$ cat src/rtl/detect_pkg.sv
// Shared types and constants for the detect scheduler and its pattern detector.
package detect_pkg;

   // Scheduler FSM states: wait for work, stream job bits, drain detector, report.
   typedef enum logic [1:0] {
      IDLE  = 2'd0,
      SHIFT = 2'd1,
      FLUSH = 2'd2,
      DONE  = 2'd3
   } state_e;

   // Default sequence to detect, oldest bit in the MSB.
   localparam logic [3:0] DEFAULT_PATTERN = 4'b1011;

   // Round-robin pick between two requesters: a lone request wins outright,
   // a tie goes to whoever was not served last. Returns the winner index.
   function automatic logic rr_pick(input logic [1:0] req, input logic last);
      if (req == 2'b11) begin
         return ~last;
      end
      return req[1];
   endfunction

endpackage

$ cat src/rtl/pattern_detect.sv
// Serial detector for a 4-bit pattern with overlapping matches. The output is
// a Moore output: it reflects the history after the last accepted bit.
module pattern_detect
   import detect_pkg::*;
#(
   parameter logic [3:0] PATTERN = DEFAULT_PATTERN
) (
   input  logic clk,
   input  logic rst,
   input  logic clr,
   input  logic en,
   input  logic din,
   output logic q
);

   logic [3:0] hist_q;
   logic [2:0] fill_q;

   // Shift history left (newest bit in LSB) and count fill up to four bits.
   // NOTE: sequential state uses non-blocking assignments so every register
   // samples pre-edge values; blocking here would create order-dependent races.
   always_ff @(posedge clk or posedge rst) begin
      if (rst) begin
         hist_q <= 4'b0000;
         fill_q <= 3'd0;
      end else if (clr) begin
         hist_q <= 4'b0000;
         fill_q <= 3'd0;
      end else if (en) begin
         hist_q <= {hist_q[2:0], din};
         if (fill_q != 3'd4) begin
            fill_q <= fill_q + 3'd1;
         end
      end
   end

   // A match needs four real bits in the history, so stale zeros never match.
   assign q = (fill_q == 3'd4) && (hist_q == PATTERN);

endmodule

$ cat src/rtl/detect_scheduler.sv
// Two-requester round-robin job scheduler. Each granted job word is streamed
// MSB first through a pattern detector; matches are counted (saturating) and
// reported with a one-cycle done pulse.
module detect_scheduler
   import detect_pkg::*;
#(
   parameter int         WORD_W  = 8,
   parameter logic [3:0] PATTERN = DEFAULT_PATTERN,
   parameter int         CNT_W   = 4
) (
   input  logic              clk,
   input  logic              rst,
   input  logic [1:0]        req,
   input  logic [WORD_W-1:0] data0,
   input  logic [WORD_W-1:0] data1,
   output logic [1:0]        grant,
   output logic              busy,
   output logic              done,
   output logic              done_id,
   output logic [CNT_W-1:0]  match_cnt,
   output logic              hit
);

   localparam int               BC_W     = $clog2(WORD_W);
   localparam logic [BC_W-1:0]  LAST_BIT = BC_W'(WORD_W - 1);
   localparam logic [CNT_W-1:0] CNT_MAX  = {CNT_W{1'b1}};

   state_e              state_q, state_d;
   logic [1:0]          grant_q, grant_d;
   logic [WORD_W-1:0]   shreg_q, shreg_d;
   logic [BC_W-1:0]     bit_cnt_q, bit_cnt_d;
   logic                last_q, last_d;
   logic [CNT_W-1:0]    cnt_q, cnt_d;
   logic [CNT_W-1:0]    match_cnt_q, match_cnt_d;
   logic                done_id_q, done_id_d;

   logic                winner;
   logic [CNT_W-1:0]    cnt_inc;
   logic                det_clr;
   logic                det_en;
   logic                det_q;

   pattern_detect #(
      .PATTERN (PATTERN)
   ) u_detect (
      .clk (clk),
      .rst (rst),
      .clr (det_clr),
      .en  (det_en),
      .din (shreg_q[WORD_W-1]),
      .q   (det_q)
   );

   // Next-state logic: arbitration, bit streaming, match counting, reporting.
   // NOTE: every signal gets a default before the case so no path leaves one
   // unassigned, which would otherwise infer a latch.
   always_comb begin
      state_d     = state_q;
      grant_d     = grant_q;
      shreg_d     = shreg_q;
      bit_cnt_d   = bit_cnt_q;
      last_d      = last_q;
      cnt_d       = cnt_q;
      match_cnt_d = match_cnt_q;
      done_id_d   = done_id_q;
      det_clr     = 1'b0;
      det_en      = 1'b0;
      winner      = rr_pick(req, last_q);

      cnt_inc = cnt_q;
      if (det_q && (cnt_q != CNT_MAX)) begin
         cnt_inc = cnt_q + 1'b1;
      end

      unique case (state_q)
         IDLE: begin
            if (|req) begin
               state_d   = SHIFT;
               grant_d   = winner ? 2'b10 : 2'b01;
               shreg_d   = winner ? data1 : data0;
               last_d    = winner;
               bit_cnt_d = '0;
               cnt_d     = '0;
               det_clr   = 1'b1;
            end
         end
         SHIFT: begin
            det_en    = 1'b1;
            shreg_d   = {shreg_q[WORD_W-2:0], 1'b0};
            bit_cnt_d = bit_cnt_q + 1'b1;
            // The first SHIFT cycle sees history from before any job bit.
            if (bit_cnt_q != '0) begin
               cnt_d = cnt_inc;
            end
            if (bit_cnt_q == LAST_BIT) begin
               state_d = FLUSH;
            end
         end
         FLUSH: begin
            // Last sample covers the final job bit; publish the result now.
            cnt_d       = cnt_inc;
            match_cnt_d = cnt_inc;
            done_id_d   = grant_q[1];
            state_d     = DONE;
         end
         DONE: begin
            grant_d = 2'b00;
            state_d = IDLE;
         end
         default: begin
            grant_d = 2'b00;
            state_d = IDLE;
         end
      endcase
   end

   // State and datapath registers; reset aborts any job in flight.
   always_ff @(posedge clk or posedge rst) begin
      if (rst) begin
         state_q     <= IDLE;
         grant_q     <= 2'b00;
         shreg_q     <= '0;
         bit_cnt_q   <= '0;
         last_q      <= 1'b1;
         cnt_q       <= '0;
         match_cnt_q <= '0;
         done_id_q   <= 1'b0;
      end else begin
         state_q     <= state_d;
         grant_q     <= grant_d;
         shreg_q     <= shreg_d;
         bit_cnt_q   <= bit_cnt_d;
         last_q      <= last_d;
         cnt_q       <= cnt_d;
         match_cnt_q <= match_cnt_d;
         done_id_q   <= done_id_d;
      end
   end

   assign grant     = grant_q;
   assign busy      = (state_q != IDLE);
   assign done      = (state_q == DONE);
   assign done_id   = done_id_q;
   assign match_cnt = match_cnt_q;
   assign hit       = (match_cnt_q != '0);

endmodule
$ cat config.mk
export PLATFORM = sky130hd
export DESIGN_NAME = detect_scheduler
export DESIGN_NICKNAME = d
export VERILOG_FILES = /design/src/rtl/detect_pkg.sv /design/src/rtl/pattern_detect.sv /design/src/rtl/detect_scheduler.sv
export SDC_FILE = /design/constraint.sdc
export NUM_CORES = 1
export LEC_CHECK = 0
export BUFFER_PORTS_ARGS = -buffer_cell sky130_fd_sc_hd__buf_2
export CAP_MARGIN = 20
export CORE_ASPECT_RATIO = 0.5
export CORE_MARGIN = 2
export CORE_UTILIZATION = 51
export DETAILED_ROUTE_END_ITERATION = 16
export PLACE_DENSITY = 0.74
export SETUP_SLACK_MARGIN = 0.5
export SKIP_LAST_GASP = 1
export SYNTH_ARGS = -nofsm -noshare
export SYNTH_HDL_FRONTEND = slang
export SYNTH_SLANG_ARGS = --single-unit
export TNS_END_PERCENT = 20
$ cat constraint.sdc
create_clock -name clk -period 2.7 [get_ports clk]
set_input_delay 0.405 -clock clk [delete_from_list [all_inputs] [get_ports clk]]
set_output_delay 0.405 -clock clk [all_outputs]
set_load 0.1 [all_outputs]
==> insert_results.sql <==
INSERT INTO impl_metrics (metric_group, metric, value, unit) VALUES
('status', 'status', 'finished, final reports clean', ''),
('die', 'die_h', '45.4', 'µm'),
('place', 'pre_cts_slack', '0.555', 'ns'),
('pwr', 'switching_share', '0.502', ''),
('yosys', 'syn-instance-count', '172', ''),
('pwr', 'net-switching-power', '1270', 'µW'),
('clocking', 'post_cts.resized_instances', '0', ''),
('sta', 'rsz_0062_raised_after_global_routing', 'true', ''),
('setup_path', 'cell_with_the_largest_stage_delay_on_the_worst_path', 'sky130_fd_sc_hd__o21bai_1', ''),
('clocking', 'clk_root_buffer_cell', 'sky130_fd_sc_hd__clkbuf_8', ''),
('yosys', 'combinational_family_with_the_most_area_after_synthesis', 'simple AND/OR/NAND/NOR gates', ''),
('sta', 'worst_slack', '0.642', 'ns'),
('yosys', 'synth_simple_gate_area_share', '0.166', ''),
('detailed_routing', 'antenna_violating_nets_post_route', '0', ''),
('cells_and_area', 'layout-area-overhead-vs-synth', '15.7', '%'),
('setup_path', 'critical_path_peak_fanout', '13', ''),
('place', 'placed_instances', '236', ''),
('place', 'gpl.final_weighted_congestion', '0.792', ''),
('sta', 'clock-skew-final', '0.00563', 'ns'),
('grt', 'grt_use_total', '0.197', ''),
('place', 'port-buffer-count', '29', ''),
('yosys', 'post_synth_mux_area_share', '0.112', ''),
('yosys', 'async_flop_share', '1.00', ''),
('setup_path', 'worst_case_reg_to_reg_path_depth', '6', ''),
('run', 'drv.max_cap_violation_count', '0', ''),
('detailed_routing', 'wire_per_inst', '13.6', 'µm'),
('yosys', 'netlist_area', '1750', 'µm²'),
('cells_and_area', 'final_layout_size_suffix_gt1_frac', '0.245', ''),
('setup_path', 'r2r-start', 'state_q[0]$_DFFE_PP0P_', ''),
('sta', 'final_period_minus_worst_setup_slack', '2.06', 'ns'),
('cells_and_area', 'finalCoreUtilization', '0.644', ''),
('yosys', 'yosys.area_share.adder', '0.0788', ''),
('pwr', 'sequentialPowerShare', '0.311', ''),
('sta', 'final-hold-violation-count', '0', ''),
('die', 'die_x', '86.8', 'µm'),
('clocking', 'cts_htree_levels', '2', ''),
('die', 'boundaryPins', '30', ''),
('cells_and_area', 'mostFrequentLayoutCell', 'sky130_fd_sc_hd__dfrtp_1', ''),
('die', 'initial_core_utilization', '0.557', ''),
('setup_path', 'critical_path.cell_chain', 'inv_1 > ha_1 > nor3b_4 > o21bai_1 > a22oi_1 > o21ai_0', ''),
('place', 'detailedPlacementHpwl', '2.42', 'mm'),
('sta', 'final-max-slew-violation-count', '0', ''),
('setup_path', 'cp-startpoint', 'state_q[0]$_DFFE_PP0P_', ''),
('grt', 'grt_first_pass_wirelength', '5.54', 'mm'),
('pwr', 'pwr-share-clk', '0.153', ''),
('yosys', 'synth_compound_area_frac', '0.132', ''),
('yosys', 'yosys.cell_types.count', '35', ''),
('yosys', 'postSynthRegisterBits', '32', ''),
('yosys', 'postSynthAreaPerCell', '10.2', 'µm²'),
('detailed_routing', 'drt_drc_violations_left', '0', ''),
('sta', 'maximum_clock_rate', '0.486', 'GHz'),
('pwr', 'intPower', '1260', 'µW'),
('pwr', 'power.leakage', '0.000986', 'µW'),
('pwr', 'design_power_total', '2530', 'µW'),
('clocking', 'worst_setup_hold_path_clk_slew', '0.07', 'ns'),
('detailed_routing', 'drt_iter0_drc', '45', ''),
('die', 'die_area', '3940', 'µm²'),
('sta', 'count_of_endpoints_failing_setup_in_the_final_report', '0', ''),
('clocking', 'cts_hold_buffers', '0', ''),
('grt', 'grt_antenna_before_repair', '0', ''),
('setup_path', 'timing.critical_path.required', '2.91', 'ns'),
('setup_path', 'cp-start-kind', 'register', ''),
('yosys', 'syn_nets', '203', ''),
('setup_path', 'worst-r2r-setup-slack', '0.64', 'ns'),
('setup_path', 'criticalPathCategory', 'register to register', ''),
('detailed_routing', 'route.vias.total', '1349', ''),
('clocking', 'post-cts-setup-buffer-count', '0', ''),
('hold_path', 'worst_hold_check_path_type', 'input pin to asynchronous set/reset pin', ''),
('setup_path', 'setup.worst_path.end', 'shreg_q[5]$_DFFE_PP0P_', ''),
('setup_path', 'cp_capture_type', 'register', ''),
('clocking', 'worstSkewPairLatency', '0.29', 'ns');
[sequential cells by signal, summed over array words and instances, names as in the netlist]
signal / flops
state_q: 2
cnt_q: 4
last_q: 1
bit_cnt_q: 3
shreg_q: 8
u_detect.hist_q: 4
done_id: 1
match_cnt: 4
grant: 2
u_detect.fill_q: 3
[cells in the mapped netlist, drive strengths merged, types with 4 or more instances]
cell type,n,area (µm²)
a21oi,6,30.0
a22oi,5,37.5
clkbuf,4,15.0
dfrtp,31,776
ha,11,138
inv,10,37.5
mux2,5,56.3
mux2i,14,140
nand2,14,52.6
nand3,6,30.0
nor2,15,56.3
o21ai,15,75.1
[kinds of logic (layout without fill, tap and decap cells)]
kind of cell,count (synthesis),count (layout)
xor+xnor,2,2
mux,19,19
compound gates,37,37
simple gates,54,54
flops,32,32
buf+inv,17,49
fa+ha+maj,11,11
[routing by layer]
| metal | track usage | part of all wire | up-vias |
|---|---|---|---|
| met1 | 0.229 | 0.48 | 643 |
| met2 | 0.329 | 0.45 | 29 |
| met3 | 0.0815 | 0.048 | 4 |
| met4 | 0.0875 | 0.015 | 0 |
| li1 | - | - | 673 |
| met5 | 0 | 0 | - |
[critical path: cells and delay by family, from the launching register on]
kind	cells	cell delay (ns)
compound gates	3	0.74
flops	1	0.41
simple gates	1	0.36
fa+ha+maj	1	0.33
buf+inv	1	0.13
[area by class of cell]
class | instances | area [µm²]
Fill cell | 253 | 1110
Multi-Input combinational cell | 123 | 878
Sequential cell | 32 | 802
Timing Repair Buffer | 31 | 160
Clock buffer | 6 | 82.6
Tap cell | 40 | 50.0
Inverter | 10 | 37.5
Clock inverter | 2 | 10.0
[through the flow]
step           area [µm²]  hold slack (ns)
2_1_floorplan        1750            0.450
3_3_place_gp         1930            0.475
3_5_place_dp         1930            0.478
4_1_cts              2020            0.193
5_1_grt              2020            0.218
6_report             2020            0.183
[power groups by stage]
stage | registers [µW] | logic [µW] | clock network [µW]
CTS | 785 | 1360 | 403
detailed placement | 792 | 1360 | 0
floorplan | 1050 | 859 | 0
finish | 787 | 1350 | 387
global placement | 782 | 1330 | 0
global route | 809 | 1470 | 425
[worst min-delay path by stage]
| stage | cells after the start | to | start |
|---|---|---|---|
| after floorplan | 2 | shreg_q[0]$_DFFE_PP0P_ | shreg_q[0]$_DFFE_PP0P_ |
| after global placement | 2 | shreg_q[1]$_DFFE_PP0P_ | shreg_q[1]$_DFFE_PP0P_ |
| after detailed placement | 2 | shreg_q[1]$_DFFE_PP0P_ | shreg_q[1]$_DFFE_PP0P_ |
| after CTS | 3 | u_detect.hist_q[2]$_DFFE_PP0P_ | rst |
| after global routing | 3 | u_detect.hist_q[2]$_DFFE_PP0P_ | rst |
| final | 3 | u_detect.hist_q[2]$_DFFE_PP0P_ | rst |
(Power assumes the default switching activity.)
